<file path="config.mk">
export PLATFORM = sky130hd
export DESIGN_NAME = nabp_image_writer_flat
export DESIGN_NICKNAME = d
export VERILOG_FILES = /design/src/rtl/nabp_pkg.sv /design/src/rtl/nabp_image_writer_if.sv /design/src/rtl/nabp_image_writer_fifo.sv /design/src/rtl/nabp_image_writer.sv /design/src/flat_wrapper.sv
export SDC_FILE = /design/constraint.sdc
export NUM_CORES = 1
export LEC_CHECK = 0
export CORE_UTILIZATION = 35
export CTS_CLUSTER_SIZE = 28
export DETAILED_ROUTE_END_ITERATION = 16
export GPL_TIMING_DRIVEN = 0
export PLACE_DENSITY = 0.61
export SLEW_MARGIN = 25
export SYNTH_ARGS = -nofsm -noshare
export SYNTH_HDL_FRONTEND = slang
export SYNTH_SLANG_ARGS = --single-unit
export TNS_END_PERCENT = 30
</file>
<file path="constraint.sdc">
create_clock -name clk -period 6.9 [get_ports clk]
set_input_delay 1.38 -clock clk [delete_from_list [all_inputs] [get_ports clk]]
set_output_delay 1.38 -clock clk [all_outputs]
set_load 0.03 [all_outputs]
</file>
<file path="src/rtl/nabp_pkg.sv">
// nabp_pkg: shared sizes, FSM state type, FIFO entry type and pixel conversion for the NABP image writer
package nabp_pkg;
  localparam int NUM_PE = 4;
  localparam int ACC_W = 16;
  localparam int PIX_W = 8;
  localparam int ADDR_W = 12;
  localparam int PART_STRIDE = 1024;
  localparam int FIFO_DEPTH = 4;
  localparam int LANE_W = $clog2(NUM_PE);
  typedef enum logic [1:0] {IDLE, WRITE, DONE} state_t;
  typedef struct packed {
    logic [ADDR_W-1:0] base;
    logic last;
    logic [NUM_PE*ACC_W-1:0] vals;
  } vec_t;
`ifdef NABP_IMAGE_WRITER_CLAMP_EN
  localparam logic [ACC_W-1:0] SAT_AT = ACC_W'((2**(ACC_W-1) - 1) >> (ACC_W - PIX_W));
  function automatic logic [PIX_W-1:0] conv(input logic [ACC_W-1:0] v);
    logic [ACC_W-1:0] s;
    s = ACC_W'($signed(v) >>> (ACC_W - PIX_W));
    return v[ACC_W-1] ? '0 : (s >= SAT_AT) ? '1 : s[PIX_W-1:0];
  endfunction
`else
  function automatic logic [PIX_W-1:0] conv(input logic [ACC_W-1:0] v);
    return PIX_W'(v >> (ACC_W - PIX_W));
  endfunction
`endif
endpackage

</file>
<file path="src/rtl/nabp_image_writer_if.sv">
// nabp_image_writer_if: PE result-vector input and image RAM write-out signals of the image writer
interface nabp_image_writer_if;
  import nabp_pkg::*;
  logic pe_valid;
  logic pe_ready;
  logic [ADDR_W-1:0] pe_base;
  logic [NUM_PE*ACC_W-1:0] pe_vals;
  logic pe_last;
  logic ir_we;
  logic ir_ready;
  logic [ADDR_W-1:0] ir_addr;
  logic [PIX_W-1:0] ir_data;
  logic done;
  modport master (
    output pe_valid, pe_base, pe_vals, pe_last, ir_ready,
    input pe_ready, ir_we, ir_addr, ir_data, done
  );
  modport slave (
    input pe_valid, pe_base, pe_vals, pe_last, ir_ready,
    output pe_ready, ir_we, ir_addr, ir_data, done
  );
endinterface

</file>
<file path="src/rtl/nabp_image_writer_fifo.sv">
// nabp_image_writer_fifo: synchronous FIFO of result vectors with extra-bit pointers and a registered full flag
module nabp_image_writer_fifo
  import nabp_pkg::*;
(
  input logic clk,
  input logic reset,
  input logic push,
  input logic pop,
  input vec_t din,
  output vec_t dout,
  output logic full,
  output logic empty
);
  localparam int PW = $clog2(FIFO_DEPTH);
  vec_t mem [FIFO_DEPTH];
  logic [PW:0] wptr, rptr, wptr_n, rptr_n;
  // next pointers, shared by the pointer registers and the full flag
  always_comb begin
    wptr_n = wptr + (PW+1)'(push);
    rptr_n = rptr + (PW+1)'(pop);
  end
  assign empty = wptr == rptr;
  assign dout = mem[rptr[PW-1:0]];
  // full is taken from the next pointers so it is a clean register; it is forced high through reset to hold off producers
  always_ff @(posedge clk) begin
    wptr <= reset ? '0 : wptr_n;
    rptr <= reset ? '0 : rptr_n;
    full <= reset || ((wptr_n ^ rptr_n) == {1'b1, {PW{1'b0}}});
    if (push) mem[wptr[PW-1:0]] <= din;
  end
endmodule

</file>
<file path="src/rtl/nabp_image_writer.sv">
// nabp_image_writer: buffers PE result vectors and serialises them into image RAM pixel writes (option NABP_IMAGE_WRITER_CLAMP_EN)
module nabp_image_writer
  import nabp_pkg::*;
(
  input logic clk,
  input logic reset,
  nabp_image_writer_if.slave bus
);
  state_t state, state_n;
  vec_t line, line_n, fifo_out, din;
  logic [LANE_W-1:0] lane, lane_n;
  logic full, empty, push, pop, acc;
  assign din = {bus.pe_base, bus.pe_last, bus.pe_vals};
  assign push = bus.pe_valid && !full;
  assign bus.pe_ready = !full;
  assign acc = bus.ir_we && bus.ir_ready;
  nabp_image_writer_fifo u_fifo (
    .clk(clk),
    .reset(reset),
    .push(push),
    .pop(pop),
    .din(din),
    .dout(fifo_out),
    .full(full),
    .empty(empty)
  );
  // state, line and lane registers
  always_ff @(posedge clk) begin
    state <= reset ? IDLE : state_n;
    line <= reset ? '0 : line_n;
    lane <= reset ? '0 : lane_n;
  end
  // next state: walk the lanes of the held vector, chaining straight into the next queued one
  always_comb begin
    state_n = state;
    line_n = line;
    lane_n = lane;
    pop = 1'b0;
    case (state)
      IDLE: if (!empty) begin
        pop = 1'b1;
        line_n = fifo_out;
        lane_n = '0;
        state_n = WRITE;
      end
      WRITE: if (acc) begin
        if (lane != LANE_W'(NUM_PE-1)) lane_n = lane + LANE_W'(1);
        else if (line.last) state_n = DONE;
        else if (!empty) begin
          pop = 1'b1;
          line_n = fifo_out;
          lane_n = '0;
        end
        else state_n = IDLE;
      end
      default: state_n = IDLE;
    endcase
  end
`ifdef NABP_IMAGE_WRITER_CLAMP_EN
  logic [PIX_W-1:0] pix;
  logic fill;
  // pixel stage fed from the next line/lane so it stays aligned with ir_addr; fill holds off the first write after an idle pop
  always_ff @(posedge clk) begin
    pix <= reset ? '0 : conv(line_n.vals[lane_n*ACC_W +: ACC_W]);
    fill <= !reset && state == IDLE && !empty;
  end
  // write-out drive
  always_comb begin
    bus.ir_we = state == WRITE && !fill;
    bus.ir_addr = line.base + ADDR_W'(PART_STRIDE * int'(lane));
    bus.ir_data = pix;
    bus.done = state == DONE;
  end
`else
  // write-out drive
  always_comb begin
    bus.ir_we = state == WRITE;
    bus.ir_addr = line.base + ADDR_W'(PART_STRIDE * int'(lane));
    bus.ir_data = conv(line.vals[lane*ACC_W +: ACC_W]);
    bus.done = state == DONE;
  end
`endif
endmodule
</file>
<file path="src/flat_wrapper.sv">
// flat-port wrapper written by rule: the top's interface ports become plain ports
module nabp_image_writer_flat import nabp_pkg::*;
  (clk, reset, bus_pe_valid, bus_pe_base, bus_pe_vals, bus_pe_last, bus_ir_ready, bus_pe_ready, bus_ir_we, bus_ir_addr, bus_ir_data, bus_done);
  nabp_image_writer_if bus_i ();
  input logic clk;
  input logic reset;
  input wire logic [$bits(bus_i.pe_valid)-1:0] bus_pe_valid;
  input wire logic [$bits(bus_i.pe_base)-1:0] bus_pe_base;
  input wire logic [$bits(bus_i.pe_vals)-1:0] bus_pe_vals;
  input wire logic [$bits(bus_i.pe_last)-1:0] bus_pe_last;
  input wire logic [$bits(bus_i.ir_ready)-1:0] bus_ir_ready;
  output wire logic [$bits(bus_i.pe_ready)-1:0] bus_pe_ready;
  output wire logic [$bits(bus_i.ir_we)-1:0] bus_ir_we;
  output wire logic [$bits(bus_i.ir_addr)-1:0] bus_ir_addr;
  output wire logic [$bits(bus_i.ir_data)-1:0] bus_ir_data;
  output wire logic [$bits(bus_i.done)-1:0] bus_done;
  assign bus_i.pe_valid = bus_pe_valid;
  assign bus_i.pe_base = bus_pe_base;
  assign bus_i.pe_vals = bus_pe_vals;
  assign bus_i.pe_last = bus_pe_last;
  assign bus_i.ir_ready = bus_ir_ready;
  assign bus_pe_ready = bus_i.pe_ready;
  assign bus_ir_we = bus_i.ir_we;
  assign bus_ir_addr = bus_i.ir_addr;
  assign bus_ir_data = bus_i.ir_data;
  assign bus_done = bus_i.done;
  nabp_image_writer u_core (.clk(clk), .reset(reset), .bus(bus_i));
endmodule
</file>
* Word level (Yosys, flattened, before mapping)
Memory sizes are Yosys's and may differ from the RTL's. A register that Yosys moved wholly into a read port is not among the register bits.
Cells that the tools add are included.
** Operators by class
- Add/sub/neg operators :: 4
- Equal/unequal tests :: 12
- Shifts and indexed selects :: 1
- Multiplexer cells :: 25
- Bitwise gates (word level) :: 1
- Reduce and logical (&&, ||, !) cells :: 10
** Operators with widths (number)
- $mux W77 :: 5
- $pmux W77 S2 :: 1
- $shiftx A64 B7 Y16 :: 1
- $mux W2 :: 10
- $add A12 B12 Y12 :: 1
- $ne A2 B2 Y1 const B :: 6
- $pmux W2 S2 :: 2
- $reduce_and A4 Y1 :: 2
- $add A3 B1 Y3 :: 2
- $mux W1 :: 6
- $ne A3 B3 Y1 const B :: 2
- $reduce_and A6 Y1 :: 1
- $eq A3 B3 Y1 :: 1
- $eq A3 B3 Y1 const B :: 1
- $reduce_and A3 Y1 :: 1
- $xor A3 B3 Y3 :: 1
- $add A2 B1 Y2 const B :: 1
- $eq A2 B1 Y1 const B :: 1
- $eq A2 B2 Y1 const B :: 1
- $logic_and A1 B1 Y1 :: 2
- $logic_not A2 Y1 :: 1
- $pmux W1 S2 :: 1
- $reduce_bool A2 Y1 :: 1
- $logic_not A1 Y1 :: 1
- $logic_or A1 B1 Y1 :: 1
** Storage, ports and cells
- Flip-flop bits (word level) :: 88
- Memory bits (writable) :: 308
- Bits of input ports :: 81
- Logic and storage cells :: 62
- Memories :: 1
** Memory list
- u_core.u_fifo.mem :: words 4, bits a word 77, rd ports 1, clocked after memory_dff 1, wr ports 1, line nabp_image_writer_fifo.sv:15 : vec_t mem [FIFO_DEPTH];

* Longest topological paths before layout
- Word-level depth :: 10
- Depth in mapped cells :: 10
- Gate-level depth less buffers :: 9

* By module
Synthesis repeated with hierarchy kept, for this count alone.
** Unflattened totals
- Cells, all modules :: 635
- Area, all modules :: 13663.1 um^2
** By module, submodules not included
- nabp_image_writer_fifo :: times used 1, cells each 435, area an instance 11461.0 um^2, seq. area each 9389.0 um^2
- nabp_image_writer :: times used 1, cells each 200, area an instance 2202.1 um^2, seq. area each 980.9 um^2

* Worst setup path after synthesis
OpenSTA, ideal clock, no wires.
- Path kind :: input -> register
- Start point :: input bus_pe_valid
- End point :: memory u_core.u_fifo.mem[0][10] (netlist bit), enable pin
- Setup time :: 512 ps
- Arrival time :: 4957 ps
- Required time :: 6388 ps
- Path slack :: 1430 ps
- Cell stages on the path :: 2
- Path buffers :: 0
- Path through :: nor2b_1 nor3b_1
** On the way
- Cells in the longest elaborated chain, start to end :: 3
** Ends and longest elaborated chain
- start: declaration :: line flat_wrapper.sv:7 : input wire logic [$bits(bus_i.pe_valid)-1:0] bus_pe_valid;
- $logic_and A1 B1 Y1 :: line nabp_image_writer.sv:14 : assign push = bus.pe_valid && !full;
- $mux W1 :: line nabp_image_writer_fifo.sv:29 : if (push) mem[wptr[PW-1:0]] <= din;
- $mux W1 (not written as such) :: line nabp_image_writer_fifo.sv:29
- end: declaration :: line nabp_image_writer_fifo.sv:15
Every way passes these cells.

* Final worst setup path
- Start point :: register u_core.lane[0]
- End point :: output bus_ir_data[4]
** On the way
- Cells in the longest elaborated chain, start to end :: 1
** Ends and longest elaborated chain
- start: declaration :: line nabp_image_writer.sv:11 : logic [LANE_W-1:0] lane, lane_n;
- start signal: assignment :: line nabp_image_writer.sv:31 : lane <= reset ? '0 : lane_n;
- $shiftx A64 B7 Y16 :: line nabp_image_writer.sv:79 : bus.ir_data = conv(line.vals[lane*ACC_W +: ACC_W]);
- end: declaration :: line flat_wrapper.sv:15 : output wire logic [$bits(bus_i.ir_data)-1:0] bus_ir_data;
Every way passes these cells.

==> flow_summary.json <==
{
  "die_area_um2": 27100,
  "synth_common_cells": "edfxtp_1, dfxtp_1, mux4_2",
  "worst_ep_arrival_time_ps": 2430,
  "reg2reg_depth": 10,
  "synth_nets": 616,
  "grt_pass1_wl_um": 29000,
  "fmax_ghz": 0.263,
  "drc": 0,
  "synth_top_cell_by_area": "edfxtp_1",
  "synthArstFlopShare": 0,
  "min_path_cells": 2,
  "netlist_instances": 529,
  "hold_violations": 0,
  "nets": 721,
  "slew_headroom": 0.410,
  "numCtsBuffers": 23,
  "drtIter0Drc": 398,
  "wl_per_cell_um": 19.1,
  "synth.area.top_cells": "edfxtp_1, mux4_2, dfxtp_1, a21oi_2, nand3_1",
  "worstHoldPathType": "reg2reg",
  "reg2reg_from": "u_core.u_fifo.rptr[0]$_SDFF_PP0_",
  "utilization": 0.433,
  "clkTransAtPathRegs_ps": 60,
  "port_buffers": 70,
  "syn_area_um2": 9250,
  "fp.dieH_um": 165,
  "slowest_delay_ps": 620,
  "initial_core_util": 0.356,
  "gr-total-overflow": 0,
  "ir_drop_uv": 166,
  "place_hpwl_um": 13000,
  "drv_cap": 0,
  "drt-pass1-iter-count": 5,
  "clk_path_buf_depth": 3,
  "layout-drive-gt1-share": 0.265,
  "avgSynthCellArea_um2": 17.5,
  "total_leakage_power_uw": 0.00357,
  "grt_max_degree": 27,
  "dr_total_vias": 4937,
  "hold_end": "u_core.line[28]$_SDFFE_PP0P_",
  "grtUsageTotal": 0.143,
  "cts.repair.resized": 0,
  "place_area_um2": 10500,
  "io_pins": 104,
  "htree_levels": 1,
  "path_cells": "buf_1 -> mux4_2 -> clkdlybuf4s50_1",
  "synth_ff_type": "edfxtp_1",
  "hold_path.startpoint": "u_core.line[28]$_SDFFE_PP0P_",
  "cts_tree": "done",
  "globalplace.congestion": 0.794,
  "ys_seq_area_frac": 0.706,
  "fin_skew_ps": 23.2,
  "synth-seq-cells": 236,
  "clock-sinks": 236,
  "drt.antenna.violating_nets": 0,
  "area_delta_synth_final_pct": 21.7,
  "crit_family": "buffers and inverters",
  "synth_edf_count": 180,
  "antenna_found_initial": 0,
  "status": "complete, no violations",
  "setup_tns_ps": 0,
  "crit_required_ps": 5520,
  "cts_setup_buffers": 0,
  "cts_root_buf": "clkbuf_16",
  "critical_path.max_fanout": 10,
  "hold_buffers": 0,
  "final.min_clock_period_ps": 3810,
  "via_per_inst": 5.01,
  "yosysMostFrequentCell": "edfxtp_1",
  "fin_crit_sh": 0.552,
  "crit_slowest_cell": "clkdlybuf4s50_1",
  "worstReg2RegEnd": "u_core.u_fifo.full$_DFF_P_",
  "grt_pass1_vias": 5090,
  "critPathKind": "reg2out",
  "clk_latency_ps": 520,
  "crit_path_start_kind": "register",
  "setup_viol": 0,
  "cp-end-kind": "primary output",
  "r2r_slack_ps": 4280,
  "maxSlewViolCount": 0,
  "yosysTopAreaCellShare": 0.584,
  "rsz0062_at_grt": "false",
  "final_area_um2": 11300,
  "worst_pin_slew_ps": 879,
  "cp_num_buf_inv": 2,
  "yosys_warnings": 0,
  "ys_types": 37,
  "die_w_um": 165,
  "core_area_um2": 26000,
  "drt-total-wl_um": 18800,
  "rows": 59,
  "p_per_area_nw_per_um2": 360,
  "antenna_cells": 0
}
## tightest hold or removal path: stages, from the launching register on
cell	delay, ps
dfxtp_1	310
o21ai_2	60
a21oi_2	50
## kinds of logic (layout without fill, tap and decap cells)
family	Yosys count	in the layout	synth area share
DFF	236	236	0.706
AOI/OAI and AO/OA	101	101	0.0752
and+or+nand+nor	73	73	0.0400
muxes	53	53	0.129
buffers and inverters	50	171	0.0310
xor gates and xnor gates	10	10	0.0111
adders and majority gates	6	6	0.00812
## cell usage in the layout, fill, tap and decap left out, types with 2 or more instances in the layout
master	n
buf_4	16
clkinv_2	3
xnor2_1	6
bufinv_16	2
edfxtp_1	180
nand3_1	45
a21boi_0	2
clkbuf_2	3
clkbuf_1	22
o21ai_0	6
nor2_1	8
buf_6	7
dfxtp_1	56
clkbuf_8	2
a21oi_1	7
a211oi_1	2
o21ai_1	39
xor2_1	2
clkdlybuf4s50_1	70
buf_12	3
buf_2	10
mux4_2	53
ha_1	6
a21oi_2	39
xor2_2	2
nor2b_1	7
clkbuf_16	23
inv_1	3
clkinv_1	4
nand2_1	4
nor3_1	2
## routing by layer
metal / vias up / wire [µm] / global-route usage
li1: 2285 / - / -
met1: 2514 / 8020 / 0.184
met2: 110 / 9640 / 0.247
met3: 28 / 820 / 0.0251
met4: 0 / 364 / 0.0396
met5: - / 0 / 0
## worst max path at each step
stage	start	to	slack, ps	cells past startpoint
after global routing	u_core.lane[0]$_SDFFE_PP0P_	bus_ir_data[4]	3010	3
after detailed placement	bus_pe_valid	u_core.u_fifo.mem[0][15]$_DFFE_PP_	3020	6
final	u_core.lane[0]$_SDFFE_PP0P_	bus_ir_data[4]	3090	3
after CTS	u_core.lane[0]$_SDFFE_PP0P_	bus_ir_data[4]	3080	3
after global placement	bus_pe_valid	u_core.u_fifo.mem[0][70]$_DFFE_PP_	-1910	3
after floorplan	bus_pe_valid	u_core.u_fifo.mem[0][10]$_DFFE_PP_	1430	2
## state kept, by name, summed over array words and instances, names as in the netlist
signal / flops
u_core.state: 2
u_core.line: 45
u_core.u_fifo.rptr: 3
u_core.u_fifo.wptr: 3
u_core.u_fifo.full: 1
u_core.lane: 2
u_core.u_fifo.mem: 180
## layout make-up
type	count	area (µm²)
plain buffers	47	275
clock buffers	31	626
clock inverters	10	98.8
fillers	2296	14700
inverters	3	11.3
multi-input cells	243	2460
flip-flops and latches	236	6530
well taps	335	419
repair buffers	80	841
## report_power, final
part / switching, µW / internal (µW) / leakage (µW)
combinational: 623 / 509 / 0.00112
clock: 501 / 709 / 0.000356
sequential: 59.7 / 1650 / 0.00209
total: 1180 / 2860 / 0.00357
## stage by stage
stage	setup WS [ps]	hold WS [ps]	total power, µW	cells
2_1_floorplan	1430	443	2540	529
3_3_place_gp	-1910	455	2850	934
3_5_place_dp	3020	461	2880	944
4_1_cts	3080	469	4080	985
5_1_grt	3010	493	4230	985
6_report	3090	467	4050	985
Power figures use the tool's default switching activity.
